==> src/rtl/mem_pkg.sv <==
// Shared definitions for the memory arbiter: FSM state encoding, access owner tag
// and default parameter values.
package mem_pkg;

    localparam int MEM_AW         = 16;
    localparam int MEM_DW         = 32;
    localparam int MEM_LAT        = 1;
    localparam int MEM_STARVE_MAX = 3;

    localparam logic [1:0] ST_IDLE = 2'd0;
    localparam logic [1:0] ST_BUSY = 2'd1;
    localparam logic [1:0] ST_DONE = 2'd2;

    typedef enum logic {
        OWN_IF = 1'b0,
        OWN_D  = 1'b1
    } owner_t;

endpackage

==> src/rtl/mem_prio_sel.sv <==
// Arbitration between fetch and data requesters: data normally wins, but fetch is
// forced through once it has lost STARVE_MAX contested grants in a row.
module mem_prio_sel
    import mem_pkg::*;
#(
    parameter int STARVE_MAX = MEM_STARVE_MAX
) (
    input  logic clk,
    input  logic rst,
    input  logic arb_en,
    input  logic if_req,
    input  logic d_req,
    output logic if_win,
    output logic d_win
);

    localparam int            CW  = $clog2(STARVE_MAX + 1);
    localparam logic [CW-1:0] SAT = CW'(STARVE_MAX);

    logic [CW-1:0] starve_cnt;
    logic          fetch_forced;

    always_comb begin
        fetch_forced = if_req && (starve_cnt == SAT);
        d_win        = arb_en && d_req && !fetch_forced;
        if_win       = arb_en && if_req && !d_win;
    end

    // Only grants that actually kept a waiting fetch out count towards starvation.
    always_ff @(posedge clk) begin
        if (rst) begin
            starve_cnt <= '0;
        end else if (if_win) begin
            starve_cnt <= '0;
        end else if (d_win && if_req && (starve_cnt != SAT)) begin
            starve_cnt <= starve_cnt + CW'(1);
        end
    end

endmodule

==> src/rtl/mem_arbiter.sv <==
// Two-requester memory arbiter: one access outstanding at a time, sequenced by an
// IDLE -> BUSY (LAT cycles) -> DONE FSM with per-requester read data registers.
module mem_arbiter
    import mem_pkg::*;
#(
    parameter int AW         = MEM_AW,
    parameter int DW         = MEM_DW,
    parameter int LAT        = MEM_LAT,
    parameter int STARVE_MAX = MEM_STARVE_MAX
) (
    input  logic          clk,
    input  logic          rst,
    input  logic          if_req,
    input  logic [AW-1:0] if_addr,
    output logic          if_gnt,
    output logic          if_done,
    output logic [DW-1:0] if_rdata,
    input  logic          d_req,
    input  logic          d_we,
    input  logic [AW-1:0] d_addr,
    input  logic [DW-1:0] d_wdata,
    output logic          d_gnt,
    output logic          d_done,
    output logic [DW-1:0] d_rdata,
    output logic          m_we,
    output logic [AW-1:0] m_addr,
    output logic [DW-1:0] m_wdata,
    input  logic [DW-1:0] m_rdata
);

    localparam logic [2:0] LAST_BUSY = 3'(LAT - 1);

    logic [1:0]    state;
    logic [2:0]    busy_cnt;
    owner_t        owner;
    logic          lat_we;
    logic [AW-1:0] lat_addr;
    logic [DW-1:0] lat_wdata;
    logic          arb_en;
    logic          if_win;
    logic          d_win;

    assign arb_en = (state == ST_IDLE) && !rst;

    mem_prio_sel #(
        .STARVE_MAX(STARVE_MAX)
    ) u_sel (
        .clk    (clk),
        .rst    (rst),
        .arb_en (arb_en),
        .if_req (if_req),
        .d_req  (d_req),
        .if_win (if_win),
        .d_win  (d_win)
    );

    // Reset gates the strobes combinationally so an aborted access leaves no trace.
    always_comb begin
        if_gnt  = if_win;
        d_gnt   = d_win;
        if_done = (state == ST_DONE) && (owner == OWN_IF) && !rst;
        d_done  = (state == ST_DONE) && (owner == OWN_D) && !rst;
        m_we    = (state == ST_BUSY) && (busy_cnt == 3'd0) && lat_we && !rst;
        m_addr  = lat_addr;
        m_wdata = lat_wdata;
    end

    always_ff @(posedge clk) begin
        if (rst) begin
            state    <= ST_IDLE;
            busy_cnt <= 3'd0;
            if_rdata <= '0;
            d_rdata  <= '0;
        end else begin
            case (state)
                ST_IDLE: begin
                    if (if_win || d_win) begin
                        owner    <= d_win ? OWN_D : OWN_IF;
                        lat_we   <= d_win && d_we;
                        lat_addr <= d_win ? d_addr : if_addr;
                        if (d_win) begin
                            lat_wdata <= d_wdata;
                        end
                        busy_cnt <= 3'd0;
                        state    <= ST_BUSY;
                    end
                end
                ST_BUSY: begin
                    if (busy_cnt == LAST_BUSY) begin
                        state <= ST_DONE;
                        if (owner == OWN_IF) begin
                            if_rdata <= m_rdata;
                        end else if (!lat_we) begin
                            d_rdata <= m_rdata;
                        end
                    end else begin
                        busy_cnt <= busy_cnt + 3'd1;
                    end
                end
                ST_DONE: begin
                    state <= ST_IDLE;
                end
                default: begin
                    state <= ST_IDLE;
                end
            endcase
        end
    end

endmodule

==> config.mk <==
export PLATFORM = sky130hd
export DESIGN_NAME = mem_arbiter
export DESIGN_NICKNAME = d
export VERILOG_FILES = /design/src/rtl/mem_pkg.sv /design/src/rtl/mem_prio_sel.sv /design/src/rtl/mem_arbiter.sv
export SDC_FILE = /design/constraint.sdc
export NUM_CORES = 1
export LEC_CHECK = 0
export ABC_CLOCK_PERIOD_IN_PS = 3400
export CAP_MARGIN = 5
export CORE_MARGIN = 8
export CORE_UTILIZATION = 37
export DETAILED_ROUTE_END_ITERATION = 10
export PLACE_DENSITY = 0.76
export SYNTH_ARGS = -nofsm -noshare
export SYNTH_HDL_FRONTEND = slang
export SYNTH_HIERARCHICAL = 1
export SYNTH_SLANG_ARGS = --single-unit
==> constraint.sdc <==
create_clock -name clk -period 3.4 [get_ports clk]
set_input_delay 0.68 -clock clk [delete_from_list [all_inputs] [get_ports clk]]
set_output_delay 0.68 -clock clk [all_outputs]
set_load 0.02 [all_outputs]
---- Yosys cells after proc, flatten, opt, wreduce, memory -nomap -nowiden ----
Index checks and enable logic that the tools add are counted.
word-level totals
  flip-flop bits (word level) ............. 121
  input bits .............................. 101
  output and inout port bits .............. 117
  logic and storage cells ................. 59
operators by class
  add/sub/neg operators ................... 2
  equality and inequality tests ........... 7
  muxes and demuxes ....................... 8
  bitwise gates (word level) .............. 3
  reduce and logical (&&, ||, !) cells .... 30
operator list
  kind                 count
  $logic_and 1x1->1    16
  $mux 16              1
  $reduce_and 3->1     3
  $reduce_and 4->1     2
  $mux 3               2
  $pmux 3 s2           1
  $eq 2x2->1 const B   2
  $mux 2               2
  $ne 2x1->1 const B   2
  $ne 2x2->1 const B   2
  $pmux 2 s2           1
  $add 3x1->3 const B  1
  $logic_not 1->1      3
  $logic_not 3->1      1
  $not 1->1            3
  $add 2x1->2 const B  1
  $eq 2x1->1 const B   1
  $logic_not 2->1      1
  $reduce_and 2->1     1
  $reduce_bool 2->1    1
  $reduce_or 2->1      1
  $logic_or 1x1->1     1
  $mux 1               1

---- Longest topological paths before layout ----
  word-level depth ........................ 9
  mapped depth ............................ 7

---- Modules after synthesis ----
Netlist, hierarchy kept.
by module, submodules not included
  module        instances  cells each  area an instance (µm²)  sequential area each (µm²)
  mem_arbiter   1          351         4642.0                  2882.8
  mem_prio_sel  1          14          136.4                   40.0

---- Worst setup path before layout ----
Ideal clock, no wire load.
  path kind ............................... in2reg
  start ................................... input port rst
  end ..................................... register lat_wdata[0] (netlist: m_wdata[0]) (enable)
  library setup time ...................... 392 ps
  data arrival time ....................... 3332 ps
  required time ........................... 3008 ps
  slack ................................... -324 ps
  stages .................................. 7
  path buffers ............................ 3
  path through ............................ clkbuf_1 nor3_1 nand2_1 a21oi_1 clkbuf_1 buf_1 and2_1
between the ends
  longest elaborated chain between the ends .. 8
  elaborated cells on any way between the ends .. 10
ends and longest elaborated chain
  item                                   line                text
  from (decl)                            mem_arbiter.sv:12   input logic rst,
  $logic_not 1->1 (*)                    mem_arbiter.sv:43   assign arb_en = (state == ST_IDLE) && !rst;
  $logic_and 1x1->1 (*)                  mem_arbiter.sv:43
  named net arb_en                       mem_arbiter.sv:39   logic arb_en;
  $logic_and 1x1->1 (*) (2 in series)    mem_prio_sel.sv:25  d_win = arb_en && d_req && !fetch_forced;
  named net d_gnt                        mem_arbiter.sv:22   output logic d_gnt,
  $logic_not 1->1                        mem_prio_sel.sv:26  if_win = arb_en && if_req && !d_win;
  $logic_and 1x1->1                      mem_prio_sel.sv:26
  $logic_or 1x1->1                       mem_arbiter.sv:77   if (if_win || d_win) begin
  $reduce_and 4->1 (no source line) (*)  -
  to (signal assigned)                   mem_arbiter.sv:82   lat_wdata <= d_wdata;
  to (decl)                              mem_arbiter.sv:38   logic [DW-1:0] lat_wdata;
Mark *: on every way through the listed nets, which the timed path passes. The rest lies on a longest branch.
A chain may end at the register's enable or synchronous reset.

---- Worst setup path after layout ----
  start ................................... register busy_cnt[0]
  end ..................................... output port m_we
between the ends
  longest elaborated chain between the ends .. 4
ends and longest elaborated chain
  item                             line               text
  from (decl)                      mem_arbiter.sv:34  logic [2:0] busy_cnt;
  from (signal assigned)           mem_arbiter.sv:97  busy_cnt <= busy_cnt + 3'd1;
  $logic_not 3->1                  mem_arbiter.sv:63  m_we = (state == ST_BUSY) && (busy_cnt == 3'd0) && lat_we && !rst;
  $logic_and 1x1->1 (3 in series)  mem_arbiter.sv:63
  to (decl)                        mem_arbiter.sv:25  output logic m_we,
No other way between the ends.

==> metrics.txt <==
WL met3=1540 um; max cap viols=0; CTS H-tree depth=4; vias in the first global route=3920; final instance area=7730 sq um; Post-CTS Setup Repair Bufs=0; PortBufs=217; measured slew at the worst slew-check pin=between 1 and 1.5 ns; PostCTS Resize Cnt=0; reg-to-reg slack, setup=1.14 ns; Largest stage delay, worst path=about 0.62 ns; fillcell total=1017; Post-Synth Simple-Gate Area=between 10% and 20%; Final Core Density=61.3%; Die Span X=~130 um; Post-synth ARST share=0%; GPL Wtd Cong=0.746; root buf cell=clkbuf_16; Worst-Skew Late Latency=0.41 ns; xor/xnor cell area share of the yosys netlist=0%; Hold Vio Cnt, Final=0; Site Rows=41; Clock transition at path regs=around 0.050 ns; hold endpoint=d_rdata[3]$_SDFFE_PP0P_; RSZ-0062 raised after global routing=false; Final period util=86.8%; Distinct cells, synth=35; num ports=between 200 and 250; max frequency=0.339 GHz; wire per inst=17.6 um; Mean Syn Cell Area=approximately 13 sq um; Top Layer Used=met4; status=completed; clk sinks=~120; WS Path Type=register to primary output; first-pass GRT wire length=20800 um; CP endpoint kind=primary output; critical path peak fanout=7; synthesis-to-layout area growth=61.9%; met1 WL=4830 um; hold path startpoint=d_rdata[3]$_SDFFE_PP0P_; min Tclk post-route=a little under 3 ns; Critical Path, Cell by Cell=inv_1, ha_1, nand2b_1, nor3_1, and2_1, clkdlybuf4s50_1; DR iter-0 viols=187; DP HPWL=10400 um; Total Wirelength=13600 um; startpoint types=register; CTS tree=built; Syn Nets=469; origin of the critical flop-to-flop path=state[1]$_SDFFE_PP0P_; met2 routed WL=6910 um; delay-heaviest family, CP=buffers and inverters; clock tree buffer depth=2; Mapped Cells=365; Critical Path AT=approximately 2.3 ns; Synthesis Warnings=6; cells on worst reg2reg path=6; post-synthesis compound-gate area fraction=1.54%; Worst Hold Depth=2; core area=12600 sq um; number of flops mapped to enable cells by yosys=50; # DRC=0; Synth Register Bits=121; DP Area=between 7000 and 8000 sq um; Cell Area, Synth=4780 sq um; Clock Skews=approximately 0.0056 ns; mux contribution to synthesized area=17.2%; largest net degree at the start of global routing=58; Synth Flop Type=dfxtp_1; Slew Viols, Final=0; Levels on crit path=6; Final #Nets=691; WP buf/inv=2; layout cells sized above 1=10.7%; DRT antenna net count=0; hold crit path type=register to register; ANT cells=0; pwr dens=503 nW/um^2; Post-CTS Hold Fix Bufs=0; Final setup viols=0; First-pass DRT Iterations=4; combinational family with the most area after synthesis=multiplexers; post-DR vias/cell=4.67; Post-Synth Adder-Cell Area=0.786%; Worst slew margin=28.8%; Via Count=3605; r2r endpoint=m_wdata[8]$_DFFE_PP_; Worst VDD drop=0.000312 V; Leak Pwr=approximately 2.9 nW; data required time of the worst path=2.72 ns; initial core utilization=37.9%; Die H=130 um; remaining global-route overflow=0; All-Layer GR Usage=16.2%; CTS Buf Count=17; register area share after synthesis=between 60% and 70%; CP max-delay cell=clkdlybuf4s50_1; die area=16800 sq um; initial antenna violation count=0
[cell type report]
cell class	count	area [sq um]	share of cell area, %
clock buffer	18	429	5.55
clock inverter	14	173	2.23
inverter	5	18.8	0.243
multi-input combinational	217	1750	22.6
sequential	121	2920	37.8
tap	172	215	2.78
timing repair buffer	225	2230	28.8
[kinds of logic (layout without fill, tap and decap cells)]
family	Yosys count	count (layout)
AND/OR/NAND/NOR	124	124
flip-flops	121	121
multiplexers	80	80
buffers and inverters	27	262
AO/OA/AOI/OAI	10	10
adder cells (fa/ha/maj)	3	3
[routing by layer]
layer | up-vias | global-route usage (%)
met5 | - | 0
met4 | 0 | 7.51
met3 | 24 | 8.46
met2 | 153 | 28.3
met1 | 1715 | 15.6
li1 | 1713 | -
[synth_stat cells (all sizes together), types with 3 or more instances]
library cell | instances | area [sq um]
nor3 | 5 | 25.0
clkbuf | 14 | 52.6
a21oi | 3 | 15.0
and2 | 5 | 35.0
buf | 8 | 53.8
mux2i | 64 | 641
ha | 3 | 37.5
nand2b | 100 | 633
mux2 | 16 | 180
dfxtp | 71 | 1420
edfxtp | 50 | 1500
inv | 5 | 18.8
[worst max path at each step]
stage / start / endpoint / slack (ns)
CTS: busy_cnt[0]$_SDFFE_PP0P_ / m_we / 0.45
global placement: if_req / if_gnt / 0.52
finish: busy_cnt[0]$_SDFFE_PP0P_ / m_we / 0.45
floorplan: rst / m_wdata[0]$_DFFE_PP_ / -0.008
global route: busy_cnt[0]$_SDFFE_PP0P_ / m_we / 0.34
detailed placement: if_req / if_gnt / 0.50
[where the power goes]
part	switching (mW)	total [mW]	leakage [nW]	internal (mW)
Clock	0.652	1.81	0.291	1.16
Combinational	0.208	0.478	1.58	0.269
Sequential	0.0286	1.61	1.03	1.58
Total	0.889	3.89	2.90	3.00
[sequential cells by signal, summed over array words and instances, names as in the netlist]
signal and cells:
busy_cnt 3, d_rdata 32, if_rdata 32, lat_we 1, m_addr 16, m_wdata 32, owner 1, state 2
u_sel/starve_cnt 2
[layout by cell type, fill, tap and decap left out, types with 3 or more instances in the layout]
master           synthesis  final
ha_1                     3      3
buf_4                    1      8
nor3_1                   5      4
inv_1                    5      5
bufinv_16                0      3
edfxtp_1                50     50
clkinv_2                 0      3
clkdlybuf4s50_1          0    216
nand2b_1                99     99
mux2_2                  16     16
clkbuf_16                0     17
dfxtp_1                 71     71
mux2i_1                 64     64
clkinv_4                 0      4
[through the flow]
step	std cells	TNS (ns)	total power [mW]	hold slack, ns	setup slack [ns]
floorplan	365	-0.260	1.85	0.444	-0.00813
global placement	740	0	2.10	0.460	0.523
detailed placement	740	0	2.12	0.464	0.504
CTS	772	0	3.93	0.476	0.448
global route	772	0	4.03	0.494	0.344
finish	772	0	3.89	0.474	0.449
[worst reg2reg max path, delay by kind of cell, from the launching register on]
family	cells	cell delay, ns
simple gates	3	0.70
buf+inv	2	0.66
flops	1	0.39
compound gates	1	0.16
Power figures use the tool's default switching activity.
